<file path="src/rtl/float_round_pkg.sv">
// Shared types and exponent constants for the signed-float rounding pipeline.
package float_round_pkg;

  typedef struct packed {
    logic roundUp;
    logic inexact;
  } RoundDecision;

  function automatic int unsigned expAllOnes(input int unsigned expWidth);
    return (32'd1 << expWidth) - 32'd1;
  endfunction

  // A carry out of this exponent or above lands on all-ones, i.e. infinity.
  function automatic int unsigned expPreOverflow(input int unsigned expWidth);
    return expAllOnes(expWidth) - 32'd1;
  endfunction

endpackage

</file>
<file path="src/rtl/float_signed_round_pipe_if.sv">
// Valid/ready stream bundle between the rounding pipe and its producer/consumer.
interface float_signed_round_pipe_if #(
  parameter int FRAC          = 8,
  parameter int EXP           = 8,
  parameter int TRAILING_BITS = 2
);
  logic                     inValid;
  logic                     inReady;
  logic                     inSign;
  logic                     inIsInf;
  logic                     inIsZero;
  logic [EXP-1:0]           inExp;
  logic [FRAC-1:0]          inFrac;
  logic [TRAILING_BITS-1:0] inTrailingBits;
  logic                     inStickyBit;

  logic                     outValid;
  logic                     outReady;
  logic                     outSign;
  logic                     outIsInf;
  logic                     outIsZero;
  logic [EXP-1:0]           outExp;
  logic [FRAC-1:0]          outFrac;
  logic                     outInexact;

  modport master (
    output inValid, inSign, inIsInf, inIsZero, inExp, inFrac, inTrailingBits, inStickyBit,
    output outReady,
    input  inReady,
    input  outValid, outSign, outIsInf, outIsZero, outExp, outFrac, outInexact
  );

  modport slave (
    input  inValid, inSign, inIsInf, inIsZero, inExp, inFrac, inTrailingBits, inStickyBit,
    input  outReady,
    output inReady,
    output outValid, outSign, outIsInf, outIsZero, outExp, outFrac, outInexact
  );
endinterface

</file>
<file path="src/rtl/float_round_decide.sv">
// Round-to-nearest-even decision from fraction LSB, guard bits and sticky bit.
module float_round_decide
  import float_round_pkg::*;
#(
  parameter int TRAILING_BITS = 2
) (
  input  logic                     lsb,
  input  logic [TRAILING_BITS-1:0] trailingBits,
  input  logic                     stickyBit,
  output RoundDecision             decision
);

  logic roundBit;
  logic stickyAll;

  assign roundBit = trailingBits[TRAILING_BITS-1];

  generate
    if (TRAILING_BITS > 1) begin : gWide
      assign stickyAll = (|trailingBits[TRAILING_BITS-2:0]) | stickyBit;
    end else begin : gNarrow
      assign stickyAll = stickyBit;
    end
  endgenerate

  assign decision.roundUp = roundBit & (stickyAll | lsb);
  assign decision.inexact = roundBit | stickyAll;

endmodule

</file>
<file path="src/rtl/float_signed_round_pipe.sv">
// Two-stage RNE rounding pipe (decide, then exponent adjust) with valid/ready flow control.
// Optional FLOAT_ROUND_STATS_EN adds saturating inexact/overflow counters on emitted beats.
module float_signed_round_pipe
  import float_round_pkg::*;
#(
  parameter int FRAC          = 8,
  parameter int EXP           = 8,
  parameter int TRAILING_BITS = 2
) (
  input  logic                      clock,
  input  logic                      resetn,
  float_signed_round_pipe_if.slave  bus
`ifdef FLOAT_ROUND_STATS_EN
  ,
  input  logic                      statClear,
  output logic [15:0]               statInexactCount,
  output logic [15:0]               statOverflowCount
`endif
);

  localparam logic [EXP-1:0] EXP_PRE_OVF = EXP'(expPreOverflow(EXP));

  RoundDecision decision;
  logic         special;
  logic         s1Valid;
  logic         s1Sign;
  logic         s1IsInf;
  logic         s1IsZero;
  logic [EXP-1:0]  s1Exp;
  logic [FRAC:0]   s1Frac;
  logic            s1Inexact;
  logic            carry;
  logic            overflow;
  logic [EXP-1:0]  adjExp;
  logic            s2Advance;

  float_round_decide #(.TRAILING_BITS(TRAILING_BITS)) uDecide (
    .lsb          (bus.inFrac[0]),
    .trailingBits (bus.inTrailingBits),
    .stickyBit    (bus.inStickyBit),
    .decision     (decision)
  );

  assign special   = bus.inIsInf | bus.inIsZero;
  assign bus.inReady = !s1Valid || !bus.outValid || bus.outReady;
  assign s2Advance = !bus.outValid || bus.outReady;

  always_ff @(posedge clock or negedge resetn) begin
    if (!resetn) begin
      s1Valid   <= 1'b0;
      s1Sign    <= 1'b0;
      s1IsInf   <= 1'b0;
      s1IsZero  <= 1'b0;
      s1Exp     <= '0;
      s1Frac    <= '0;
      s1Inexact <= 1'b0;
    end else begin
      if (bus.inReady) s1Valid <= bus.inValid;
      if (bus.inReady && bus.inValid) begin
        s1Sign    <= bus.inSign;
        s1IsInf   <= bus.inIsInf;
        s1IsZero  <= bus.inIsZero & ~bus.inIsInf;
        s1Exp     <= special ? '0 : bus.inExp;
        s1Frac    <= special ? '0 : ({1'b0, bus.inFrac} + (FRAC+1)'(decision.roundUp));
        s1Inexact <= ~special & decision.inexact;
      end
    end
  end

  // A carry only happens from an all-ones fraction, so the low bits are already zero.
  assign carry    = s1Frac[FRAC];
  assign overflow = carry && (s1Exp >= EXP_PRE_OVF);
  assign adjExp   = overflow ? '0 : (carry ? s1Exp + EXP'(1) : s1Exp);

  always_ff @(posedge clock or negedge resetn) begin
    if (!resetn) begin
      bus.outValid   <= 1'b0;
      bus.outSign    <= 1'b0;
      bus.outIsInf   <= 1'b0;
      bus.outIsZero  <= 1'b0;
      bus.outExp     <= '0;
      bus.outFrac    <= '0;
      bus.outInexact <= 1'b0;
    end else begin
      if (s2Advance) bus.outValid <= s1Valid;
      if (s2Advance && s1Valid) begin
        bus.outSign    <= s1Sign;
        bus.outIsInf   <= s1IsInf | overflow;
        bus.outIsZero  <= s1IsZero;
        bus.outExp     <= adjExp;
        bus.outFrac    <= s1Frac[FRAC-1:0];
        bus.outInexact <= s1Inexact;
      end
    end
  end

`ifdef FLOAT_ROUND_STATS_EN
  logic s2Overflow;
  logic emit;

  assign emit = bus.outValid && bus.outReady;

  always_ff @(posedge clock or negedge resetn) begin
    if (!resetn) begin
      s2Overflow        <= 1'b0;
      statInexactCount  <= '0;
      statOverflowCount <= '0;
    end else begin
      if (s2Advance && s1Valid) s2Overflow <= overflow;
      if (statClear) begin
        statInexactCount  <= '0;
        statOverflowCount <= '0;
      end else if (emit) begin
        if (bus.outInexact && statInexactCount != 16'hFFFF)
          statInexactCount <= statInexactCount + 16'd1;
        if (s2Overflow && statOverflowCount != 16'hFFFF)
          statOverflowCount <= statOverflowCount + 16'd1;
      end
    end
  end
`endif

endmodule

</file>
<file path="src/flat_wrapper.sv">
// flat-port wrapper written by rule: the top's interface ports become plain ports
module float_signed_round_pipe_flat import float_round_pkg::*;
#(
  parameter int FRAC          = 8,
  parameter int EXP           = 8,
  parameter int TRAILING_BITS = 2
)
  (clock, resetn, bus_inValid, bus_inSign, bus_inIsInf, bus_inIsZero, bus_inExp, bus_inFrac, bus_inTrailingBits, bus_inStickyBit, bus_outReady, bus_inReady, bus_outValid, bus_outSign, bus_outIsInf, bus_outIsZero, bus_outExp, bus_outFrac, bus_outInexact);
  float_signed_round_pipe_if #(.FRAC(FRAC), .EXP(EXP), .TRAILING_BITS(TRAILING_BITS)) bus_i ();
  input  logic clock;
  input  logic resetn;
  input wire logic [$bits(bus_i.inValid)-1:0] bus_inValid;
  input wire logic [$bits(bus_i.inSign)-1:0] bus_inSign;
  input wire logic [$bits(bus_i.inIsInf)-1:0] bus_inIsInf;
  input wire logic [$bits(bus_i.inIsZero)-1:0] bus_inIsZero;
  input wire logic [$bits(bus_i.inExp)-1:0] bus_inExp;
  input wire logic [$bits(bus_i.inFrac)-1:0] bus_inFrac;
  input wire logic [$bits(bus_i.inTrailingBits)-1:0] bus_inTrailingBits;
  input wire logic [$bits(bus_i.inStickyBit)-1:0] bus_inStickyBit;
  input wire logic [$bits(bus_i.outReady)-1:0] bus_outReady;
  output wire logic [$bits(bus_i.inReady)-1:0] bus_inReady;
  output wire logic [$bits(bus_i.outValid)-1:0] bus_outValid;
  output wire logic [$bits(bus_i.outSign)-1:0] bus_outSign;
  output wire logic [$bits(bus_i.outIsInf)-1:0] bus_outIsInf;
  output wire logic [$bits(bus_i.outIsZero)-1:0] bus_outIsZero;
  output wire logic [$bits(bus_i.outExp)-1:0] bus_outExp;
  output wire logic [$bits(bus_i.outFrac)-1:0] bus_outFrac;
  output wire logic [$bits(bus_i.outInexact)-1:0] bus_outInexact;
  assign bus_i.inValid = bus_inValid;
  assign bus_i.inSign = bus_inSign;
  assign bus_i.inIsInf = bus_inIsInf;
  assign bus_i.inIsZero = bus_inIsZero;
  assign bus_i.inExp = bus_inExp;
  assign bus_i.inFrac = bus_inFrac;
  assign bus_i.inTrailingBits = bus_inTrailingBits;
  assign bus_i.inStickyBit = bus_inStickyBit;
  assign bus_i.outReady = bus_outReady;
  assign bus_inReady = bus_i.inReady;
  assign bus_outValid = bus_i.outValid;
  assign bus_outSign = bus_i.outSign;
  assign bus_outIsInf = bus_i.outIsInf;
  assign bus_outIsZero = bus_i.outIsZero;
  assign bus_outExp = bus_i.outExp;
  assign bus_outFrac = bus_i.outFrac;
  assign bus_outInexact = bus_i.outInexact;
  float_signed_round_pipe #(.FRAC(FRAC), .EXP(EXP), .TRAILING_BITS(TRAILING_BITS)) u_core (.clock(clock), .resetn(resetn), .bus(bus_i));
endmodule
</file>
<file path="config.mk">
export PLATFORM = sky130hd
export DESIGN_NAME = float_signed_round_pipe_flat
export DESIGN_NICKNAME = d
export VERILOG_FILES = /design/src/rtl/float_round_pkg.sv /design/src/rtl/float_signed_round_pipe_if.sv /design/src/rtl/float_round_decide.sv /design/src/rtl/float_signed_round_pipe.sv /design/src/flat_wrapper.sv
export SDC_FILE = /design/constraint.sdc
export NUM_CORES = 1
export LEC_CHECK = 0
export ABC_AREA = 1
export CAP_MARGIN = 20
export CORE_ASPECT_RATIO = 1.2
export CORE_MARGIN = 2
export CORE_UTILIZATION = 30
export DETAILED_ROUTE_END_ITERATION = 16
export GPL_TIMING_DRIVEN = 1
export RECOVER_POWER = 100
export SLEW_MARGIN = 20
export SYNTH_ARGS = -nofsm -noshare
export SYNTH_HDL_FRONTEND = slang
export SYNTH_SLANG_ARGS = --single-unit
</file>
<file path="constraint.sdc">
create_clock -name clock -period 1.3 [get_ports clock]
set_clock_uncertainty 0.2 [all_clocks]
set_input_delay 0.195 -clock clock [delete_from_list [all_inputs] [get_ports clock]]
set_output_delay 0.195 -clock clock [all_outputs]
set_load 0.1 [all_outputs]
</file>
* After elaboration in Yosys (flattened, before gate mapping) *
Index checks and enable logic that the tools add are counted.
Widths: inputs -> output; s select.

operators by class
  $add $sub $neg = 2
  $lt $le $gt $ge = 1
  multiplexer cells = 4
  bitwise operators = 10
  reductions and logical operators = 8

operator list
  cell                 count
  $mux 8               3
  $add 8x1->9          1
  $mux 9               1
  $add 8x1->8 const B  1
  $ge 8x8->1 const B   1
  $or 1x1->1           5
  $and 1x1->1          3
  $logic_and 1x1->1    3
  $logic_or 1x1->1     3
  $logic_not 1->1      2
  $not 1->1            2

word-level totals
  register bits = 43
  input bits = 26
  output and inout bits = 22
  logic and storage cells = 39

* Longest topological paths before layout *
Gate-level depths: netlist of run 1.

  word-level depth = 5
  gate-level depth with buffers = 9
  gate-level depth less buffers = 9

* Hierarchy *
Synthesis of run 1 repeated with hierarchy kept, for this count alone.

unflattened totals
  cells, all modules = 243
  area total of the unflattened synthesis = 2073.2 µm²

modules (own cells, without submodules)
  module                   times used  cells an instance  area each (µm²)  seq. area each (µm²)
  float_signed_round_pipe  1           238                2047.0           1076.0
  float_round_decide       1           5                  26.3             0.0

* Least setup slack after synthesis of run 1 *
Ideal clock, no wire load.

  path kind = reg-to-reg
  start point = register u_core.bus.outValid
  end point = register u_core.s1Sign
  setup time = 0.116 ns
  data arrival time = 2.307 ns
  data required time = 0.984 ns
  path slack = -1.324 ns
  stages on the path, launching flop included = 7
  buffers on the path = 1
  clock period less this slack = 2.624 ns
  cell sequence = dfrtp_1 nand3_2 nand2_2 inv_1 buf_6 nand2_1 nand2_1

on the way
  cells in the longest elaborated chain, start to end = 4

RTL lines
  what                            line                              text
  start: declaration              float_signed_round_pipe_if.sv:37  output outValid, outSign, outIsInf, outIsZero, outExp, outFrac, outInexact
  start signal: assignment        float_signed_round_pipe.sv:85     if (s2Advance) bus.outValid <= s1Valid;
  $logic_not 1->1                 float_signed_round_pipe.sv:45     assign bus.inReady = !s1Valid || !bus.outValid || bus.outReady;
  $logic_or 1x1->1 (2 in series)  float_signed_round_pipe.sv:45
  via bus_inReady                 flat_wrapper.sv:21                output wire logic [$bits(bus_i.inReady)-1:0] bus_inReady;
  $logic_and 1x1->1               float_signed_round_pipe.sv:59     if (bus.inReady && bus.inValid) begin
  end signal: assignment          float_signed_round_pipe.sv:60     s1Sign <= bus.inSign;
  end: declaration                float_signed_round_pipe.sv:26     logic s1Sign;

The timed path passes the listed nets, and every way through them passes these cells.
A chain may end at the register's enable or synchronous reset.

* Final worst setup path of run 1 *
  start point = register u_core.bus.outValid
  end point = output bus_inReady

on the way
  cells in the longest elaborated chain, start to end = 3

RTL lines
  what                            line
  $logic_not 1->1                 float_signed_round_pipe.sv:45
  $logic_or 1x1->1 (2 in series)  float_signed_round_pipe.sv:45
  end: declaration                flat_wrapper.sv:21

No other way between the ends.

==> results_dict.tcl, run 1 <==
set metrics [dict create \
    max_cap_viol_count 0 \
    power_density_mw_per_mm2 1440 \
    initial_core_util_pct 30.5 \
    first_pass_iters 4 \
    numCtsBuffers 5 \
    synth-compound-area-share_pct 7.99 \
    drc 0 \
    ant_nets 0 \
    drv_slew 0 \
    cp_data_arrival_time_ns 1.14 \
    grt_pass1_vias 1943 \
    dp_hpwl_mm 3.60 \
    worstHoldPathType "in2reg" \
    status "finished with violations" \
    grt_max_degree 44 \
    critPathRequiredTime_ns 0.90 \
    core-area_mm2 0.00673 \
    synth_fp_nets 272 \
    ys_types 27 \
    dpl_cell_area_mm2 0.00311 \
    worstPathMaxFanout 3 \
    io_pins 48 \
    cts_tree "yes" \
    fin_ws_ns -0.234 \
    portBuffers 47 \
    diodes 0 \
    cp-end-kind "output pin" \
    grt_usage_pct 15.0 \
    synthAdderAreaFrac_pct 1.83 \
    ir_worst_vdd_uv 670 \
    final_area_mm2 0.00367 \
    muxShareOfSynthArea_pct 0 \
    post-route-period-util_pct 118 \
    insertion_delay_ns 0.30 \
    drive_above_1_share_pct 40.5 \
    ys_seq_area_share_pct 52.4 \
    die_height_um 94.6 \
    gp_congestion 0.848 \
    wl_per_cell_um 12.6 \
    finalHoldViolations 0 \
    start_kind "flop" \
    root_buffer "clkbuf_8" \
    grt_antenna_before_repair 0 \
    row_count 33 \
    route.vias.total 1897 \
    leakage_uw 0.00181 \
    grt_overflow 0 \
    h-tree-depth 2 \
    syn_inst 243 \
    violations "setup timing" \
    clock_sinks 43 \
    final.fill_count 614 \
    worst_pin_slew_ns 0.594 \
    syn_area_mm2 0.00205 \
    clk_path_buf_depth 2 \
    ys_seq_elements 43 \
    viasPerCell 4.31 \
    fin_nets 381 \
    maxSlewHeadroom_pct 60.4 \
    drtIter0Drc 92 \
    yosys.area_share.simple_pct 28.0 \
    fmax_mhz 652 \
    syn2layout_area_growth_pct 78.9 \
    die_w_um 79.5 \
    setup.worst_path.class "reg2out" \
    synth_xor_area_share_pct 2.56 \
    rsz0062_at_grt "yes" \
    ys_warn_count 0 \
    synth_top_family_by_area "simple AND/OR/NAND/NOR gates" \
    routed_wl_mm 5.54 \
    fp.dieArea_mm2 0.00752 \
    grt_pass1_wl_mm 8.78 \
    fin_crit_ns 1.53 \
    fin_tns_setup_ns -5.55 \
    finalSetupViolCount 44 \
    cts.clk_slew.worst_paths_ns 0.08 \
    syn_avg_cell_area_um2 8.44 \
]
[state kept, by name, indices dropped and copies added, names as in the netlist]
signal                 count
u_core.bus.outExp          8
u_core.s1IsZero            1
u_core.bus.outInexact      1
u_core.s1Exp               8
u_core.s1Valid             1
u_core.bus.outSign         1
u_core.bus.outValid        1
u_core.s1Inexact           1
u_core.s1IsInf             1
u_core.s1Frac              9
u_core.s1Sign              1
u_core.bus.outIsInf        1
u_core.bus.outIsZero       1
u_core.bus.outFrac         8
[cells in the mapped netlist (all sizes together)]
master	count	area share [%]
nand3b	2	0.73
buf	6	2.4
nand4	2	0.61
a21oi	2	0.49
nand2	106	20
xor2	4	1.7
clkinv	1	0.24
xnor2	2	0.85
inv	25	4.6
dfrtp	43	52
nor2	14	3.6
o21ai	21	6.8
nand3	10	3.3
a31o	1	0.43
ha	3	1.8
a31oi	1	0.31
[final timing paths]
kind | slack (ns) | startpoint | cells past startpoint | endpoint
hold / removal | 0.23 | bus_inFrac[0] | 5 | u_core.s1Frac[0]
min in group asynchronous | 0.35 | resetn | 3 | u_core.bus.outValid
setup reg to reg | -0.19 | u_core.bus.outValid | 6 | u_core.s1Exp[3]
setup / recovery | -0.23 | u_core.bus.outValid | 3 | bus_inReady
max in group asynchronous | 0.11 | resetn | 3 | u_core.s1Exp[1]
hold reg to reg | 0.29 | u_core.s1Sign | 2 | u_core.bus.outSign
[per-stage QoR]
step | util, % | hold WS (ns) | power, uW | instances | setup slack, ns
2_1_floorplan | - | -0.301 | 2850 | 243 | -0.516
3_3_place_gp | 46.2 | -0.0101 | 3750 | 405 | -0.459
3_5_place_dp | 46.2 | -0.00412 | 3780 | 405 | -0.532
4_1_cts | 51.0 | 0.209 | 5110 | 424 | -0.256
5_1_grt | 54.5 | 0.246 | 5530 | 440 | -0.284
6_report | 54.5 | 0.227 | 5300 | 440 | -0.234
[layer usage]
metal | global-route usage, % | vias to the layer above | share of wire [%]
li1 | - | 973 | -
met5 | 0 | - | 0
met3 | 3.15 | 6 | 2.9
met4 | 5.03 | 0 | 1.1
met1 | 16.2 | 880 | 41
met2 | 28.7 | 38 | 55
[report_power, final]
group | leakage [uW] | switching (uW) | total (uW) | internal [uW]
Combinational | 0.00118 | 1400 | 2380 | 983
Sequential | 0.000563 | 170 | 1690 | 1520
Clock | 0.0000654 | 466 | 1230 | 768
[what timing repair did]
action,in CTS,in global routing
resized for setup,32,31
hold endpoints to repair,43,0
setup endpoints to repair,52,64
setup buffers,8,13
pin swaps,16,17
hold buffers,1,0
gates cloned,2,3
[kinds of logic (layout without fill, tap and decap cells)]
logic type,Yosys count,after routing
AO/OA/AOI/OAI,25,25
adder cells (fa/ha/maj),3,3
buffers and inverters,32,140
XOR/XNOR,6,6
flip-flops,43,43
AND/OR/NAND/NOR,134,136
[critical path: stages (launching register included)]
cell	delay [ns]
dfrtp_4	0.50
nand3_4	0.07
buf_6	0.11
buf_12	0.16
[cells in the final DEF (no fill, tap or decap), drive strengths merged, types with 2 or more instances in the layout]
master	n
nand2	106
buf	78
dfrtp	43
inv	25
clkdlybuf4s50	23
o21ai	21
nor2	16
nand3	10
clkbuf	9
xor2	4
ha	3
nand4	2
a21oi	2
nand3b	2
xnor2	2
bufinv	2
[final cells by class]
type	instances	area [um^2]	area share, %
Timing Repair Buffer	106	1220	33.3
Sequential cell	43	1080	29.5
Multi-Input combinational cell	170	1020	27.7
Tap cell	87	109	2.97
Inverter	26	108	2.93
Clock buffer	6	72.6	1.98
Clock inverter	2	60.1	1.64
Note: power is estimated with default switching activity, not from simulation.
==> run 2: changes to the inputs <==
Settings changed: REMOVE_ABC_BUFFERS from default to 1.
Clock period 1.3 ns to 1.9 ns, I/O delays scaled along.
==> run 2 against run 1 <==
The run now ends clean. Hold slack gained 0.045 ns. Setup slack improved by 0.40 ns. Register-to-register slack better by 0.48 ns. Cell count shrank 11%. Cell area is 28% lower. Via count shrank 10%. Critical endpoint unchanged. Largest cell class is now flip-flops and latches.
==> results_dict.tcl, run 2 (same netlist as run 1, synthesis figures left out) <==
set metrics [dict create \
    final_cell_mix "104 x nand2_1, 43 x dfrtp_1, 24 x inv_1, 24 x clkdlybuf4s50_1, 23 x clkbuf_2" \
    cp-end-kind "output pin" \
    cts.clk_slew.worst_paths_ns 0.08 \
    finalHoldViolations 0 \
    gp_congestion 0.786 \
    grt_use_met3_pct 2.29 \
    grt.busiest_layer "met2" \
    min-delay-start "u_core.s1Inexact" \
    grt_usage_pct 13.2 \
    dp_slack_ns 0.0282 \
    route.vias.total 1705 \
    postCtsSetupBuffers 0 \
    root_buffer "clkbuf_8" \
    top_register "u_core.s1Frac" \
    grt_max_degree 22 \
    die_w_um 79.5 \
    post_cts_resized 0 \
    initial_core_util_pct 30.5 \
    worstPathMaxFanout 4 \
    start_kind "primary input" \
    viasPerCell 4.37 \
    cts_tree "yes" \
    whs_ns 0.272 \
    first_pass_iters 4 \
    ir_worst_vdd_uv 318 \
    clk_path_buf_depth 2 \
    timing.critical_path.cells "clkdlybuf4s50_1 > inv_1 > nand3_1 > buf_12" \
    die_height_um 94.6 \
    grt_overflow 0 \
    ctsHoldBuffers 1 \
    crit_buf_inv 3 \
    fmax_mhz 575 \
    worst_pin_slew_ns 0.805 \
    fp.dieArea_mm2 0.00752 \
    final.fill_count 700 \
    post-route-period-util_pct 91.5 \
    multi_input_area_um2 801 \
    rr_startpoint "u_core.bus.outValid" \
    final-seq-area_mm2 0.00108 \
    status "completed" \
    fin_tns_setup_ns 0 \
    ant_nets 0 \
    worstHoldPathType "reg2reg" \
    power_density_mw_per_mm2 1050 \
    fin_ws_ns 0.161 \
    drc 0 \
    h-tree-depth 2 \
    setup.worst_path.class "in2out" \
    hold_depth 2 \
    maxSlewHeadroom_pct 46.4 \
    portBuffers 47 \
    cp_slowest_cell "clkdlybuf4s50_1" \
    insertion_delay_ns 0.29 \
    max_cap_viol_count 0 \
    use_met2_pct 23.0 \
    largest_register_ffs 9 \
    diodes 0 \
    drv_slew 0 \
    numCtsBuffers 5 \
    finalSetupViolCount 0 \
    grt_antenna_before_repair 0 \
    leakage_uw 0.00136 \
    worstHoldEndpoint "u_core.bus.outInexact" \
    drtIter0Drc 72 \
    grt_pass1_vias 1715 \
    fin_crit_ns 1.74 \
    rsz0062_at_grt "no" \
    row_count 33 \
    use_met1_pct 16.2 \
    grt_pass1_wl_mm 7.77 \
    cpLargestDelayFamily "buffers and inverters" \
    clock_sinks 43 \
    dp_hpwl_mm 3.43 \
    syn2layout_area_growth_pct 29.2 \
    final_common_cell "nand2_1" \
    slowest_delay_ns 0.40 \
    drive_above_1_share_pct 16.8 \
    cp_data_arrival_time_ns 1.25 \
    core-area_mm2 0.00673 \
    critPathRequiredTime_ns 1.41 \
    fin_nets 331 \
    r2r_end "u_core.s1Exp[1]" \
    r2r_cells 5 \
    io_pins 48 \
    r2r_slack_ns 0.29 \
    routed_wl_mm 4.43 \
    wl_per_cell_um 11.4 \
]
==> run 2: worst min-delay path, cell delays in order (launching register included) <==
cell     delay [ns]
dfrtp_1        0.35
nand2_1        0.05
nand2_1        0.04
==> run 2: routing by layer <==
layer  part of all wire, %  vias to the layer above  wire (um)
met4                   1.8                        0         78
met3                   3.9                        7        171
met5                     0                        -          0
met1                    45                      796       2010
met2                    49                       32       2170
li1                      -                      870          -
==> run 2: how the worst max path moves through the flow <==
stage / start / endpoint / slack [ns] / depth (start not counted)
floorplan: u_core.bus.outValid / u_core.s1Frac[7] / -1.01 / 5
detailed placement: bus_inFrac[0] / u_core.s1Frac[8] / 0.03 / 10
global route: bus_outReady / u_core.s1Frac[4] / 0.10 / 7
finish: bus_outReady / bus_inReady / 0.16 / 4
CTS: bus_outReady / bus_inReady / 0.25 / 4
global placement: bus_inFrac[0] / u_core.s1Frac[8] / 0.06 / 10
==> run 2: layout make-up <==
class,instances,share of cell area [%]
sequential,43,40.6
multi-input combinational,168,30.2
timing repair buffer,58,17.6
inverter,26,3.73
tap,87,4.11
clock buffer,8,3.78
==> run 2: power breakdown <==
part	leakage (uW)	switching, uW	total, uW	internal, uW
sequential	0.000567	74.0	1110	1030
clock	0.0000515	301	633	332
combinational	0.000738	846	1050	206
==> run 2: through the flow <==
stage | utilization, % | instances | instance area [um^2] | power (uW)
CTS | 44.7 | 390 | 3010 | 3150
global placement | 43.1 | 381 | 2900 | 2500
floorplan | - | 237 | 2000 | 1920
detailed placement | 43.1 | 381 | 2900 | 2510
global route | 39.4 | 390 | 2650 | 2940
finish | 39.4 | 390 | 2650 | 2790
==> run 3: changes to the inputs <==
Settings changed: CORE_UTILIZATION 30 to 53, PLACE_DENSITY from default to 0.84.
==> run 3 against run 2 <==
Via count increased by 0.88%. Count of clock-buffer cells in the layout decreased by 1. Cell area decreased by 4.6%. Utilization increased by 30 points. Sequential share of layout area increased by 2.0 points. First-iteration DRC count decreased by 18%. Global-route usage increased by 8.7 points. Critical endpoint unchanged. Largest power group unchanged.
==> results_dict.tcl, run 3 (same netlist as run 1, synthesis figures left out) <==
set metrics [dict create \
    cp_slowest_cell "dlygate4sd3_1" \
    fp.dieArea_mm2 0.00439 \
    leakage_uw 0.00133 \
    cp-end-kind "output pin" \
    cpLargestDelayFamily "buffers and inverters" \
    power_density_mw_per_mm2 1060 \
    drc 0 \
    die_w_um 60.8 \
    grt_overflow 0 \
    p_int_uw 1480 \
    drive_above_1_share_pct 14.7 \
    ir_worst_vdd_uv 525 \
    seqPwrFrac_pct 41.3 \
    max_cap_viol_count 0 \
    io_pins 48 \
    critPathRequiredTime_ns 1.41 \
    insertion_delay_ns 0.29 \
    ant_nets 0 \
    final_common_cell "nand2_1" \
    start_kind "primary input" \
    viasPerCell 4.89 \
    root_buffer "clkbuf_8" \
    top_register "u_core.s1Frac" \
    multi_input_area_um2 798 \
    p_comb_share_pct 38.4 \
    wl_per_cell_um 11.8 \
    post_cts_resized 0 \
    swShare_pct 44.8 \
    grt_usage_pct 21.8 \
    rsz0062_at_grt "no" \
    final-seq-area_mm2 0.00108 \
    drv_slew 0 \
    worstPathMaxFanout 4 \
    startpoint "bus_outReady" \
    post-route-util_pct 69.0 \
    initial_core_util_pct 56.0 \
    row_count 24 \
    first_pass_iters 4 \
    final.fill_count 325 \
    clk_path_buf_depth 2 \
    numCtsBuffers 5 \
    largest_register_ffs 9 \
    cp_data_arrival_time_ns 1.27 \
    hold_depth 2 \
    clock_sinks 43 \
    timing.critical_path.cells "dlygate4sd3_1 > inv_1 > nand3_2 > buf_6" \
    rr_startpoint "u_core.s1Exp[0]" \
    min-delay-start "u_core.s1Inexact" \
    r2r_end "u_core.bus.outExp[7]" \
    cts_tree "yes" \
    cts.clk_slew.worst_paths_ns 0.07 \
    syn2layout_area_growth_pct 23.2 \
    worst_pin_slew_ns 0.766 \
    gp_congestion 0.843 \
    h-tree-depth 2 \
    drtIter0Drc 59 \
    portBuffers 47 \
    final_area_mm2 0.00253 \
    final_cell_count_no_fill 352 \
    diodes 0 \
    worstHoldEndpoint "u_core.bus.outInexact" \
    routed_wl_mm 4.16 \
    grt_antenna_before_repair 0 \
    grt_max_degree 18 \
    finalSetupViolCount 0 \
    pwr-share-clk_pct 20.3 \
    route.vias.total 1720 \
    final_cell_mix "106 x nand2_1, 43 x dfrtp_1, 25 x clkbuf_2" \
    slowest_delay_ns 0.53 \
    setup.worst_path.class "in2out" \
    fin_crit_ns 1.76 \
    r2r_slack_ns 0.29 \
    maxSlewHeadroom_pct 48.9 \
    dp_hpwl_mm 3.17 \
    fmax_mhz 570 \
    p_sw_uw 1200 \
    grt_pass1_wl_mm 7.04 \
    status "completed" \
    grt_pass1_vias 1704 \
    dpl_cell_area_mm2 0.00282 \
    worstHoldPathType "reg2reg" \
    dp_cells 343 \
    crit_buf_inv 3 \
    fin_nets 328 \
    core-area_mm2 0.00366 \
    finalHoldViolations 0 \
    r2r_cells 9 \
    die_height_um 72.2 \
    post-route-period-util_pct 92.4 \
]
==> run 3: power by group through the flow <==
stage | clock (uW) | sequential, uW | combinational (uW)
finish | 544 | 1110 | 1030
CTS | 554 | 1150 | 1320
global route | 586 | 1120 | 1080
global placement | 0 | 1170 | 1310
floorplan | 0 | 1700 | 216
detailed placement | 0 | 1170 | 1320
==> run 3: worst max-delay path by stage <==
stage	end	slack, ns	depth (start not counted)
after floorplan	u_core.s1Frac[7]	-1.01	5
after global placement	u_core.s1Frac[8]	0.02	10
after detailed placement	u_core.s1Frac[8]	-0.04	10
after CTS	bus_inReady	0.26	2
after global routing	u_core.bus.outExp[7]	0.07	9
final	bus_inReady	0.14	4
==> run 3: per-stage QoR <==
step / setup TNS, ns / hold WS, ns / setup WS, ns / power (uW)
2_1_floorplan: -20.68 / -0.211 / -1.01 / 1920
3_3_place_gp: 0 / -0.00981 / 0.0212 / 2470
3_5_place_dp: -0.0610 / -0.00639 / -0.0397 / 2490
4_1_cts: 0 / 0.224 / 0.259 / 3030
5_1_grt: 0 / 0.309 / 0.0685 / 2790
6_report: 0 / 0.269 / 0.145 / 2680
==> run 3: area by class of cell <==
cell class,instances,area share (%)
flip-flops and latches,43,42.6
multi-input cells,168,31.6
repair buffers,55,16.2
inverters,26,3.91
clock buffers,7,3.02
well taps,52,2.57
clock inverters,1,0.198
==> run 3: what timing repair did <==
action                                 in CTS  in global routing
endpoints found under the hold margin      13                  0
setup buffers                               0                  0
hold buffers                                1                  0
==> run 3: per-layer routing <==
layer | wire length, um | GRT usage, %
met1 | 1790 | 26.9
met2 | 2120 | 36.7
met3 | 186 | 5.17
met4 | 66 | 8.21
met5 | 0 | 0
==> run 3: worst reg2reg max path: stages (launching register included) <==
cell and delay, ns:
dfrtp_1 0.43, inv_1 0.11, ha_1 0.14, nor2_1 0.04
nor2_1 0.08, nand2_1 0.10, nand2_1 0.18, clkinv_1 0.11
nand2_1 0.07, nand2_1 0.04
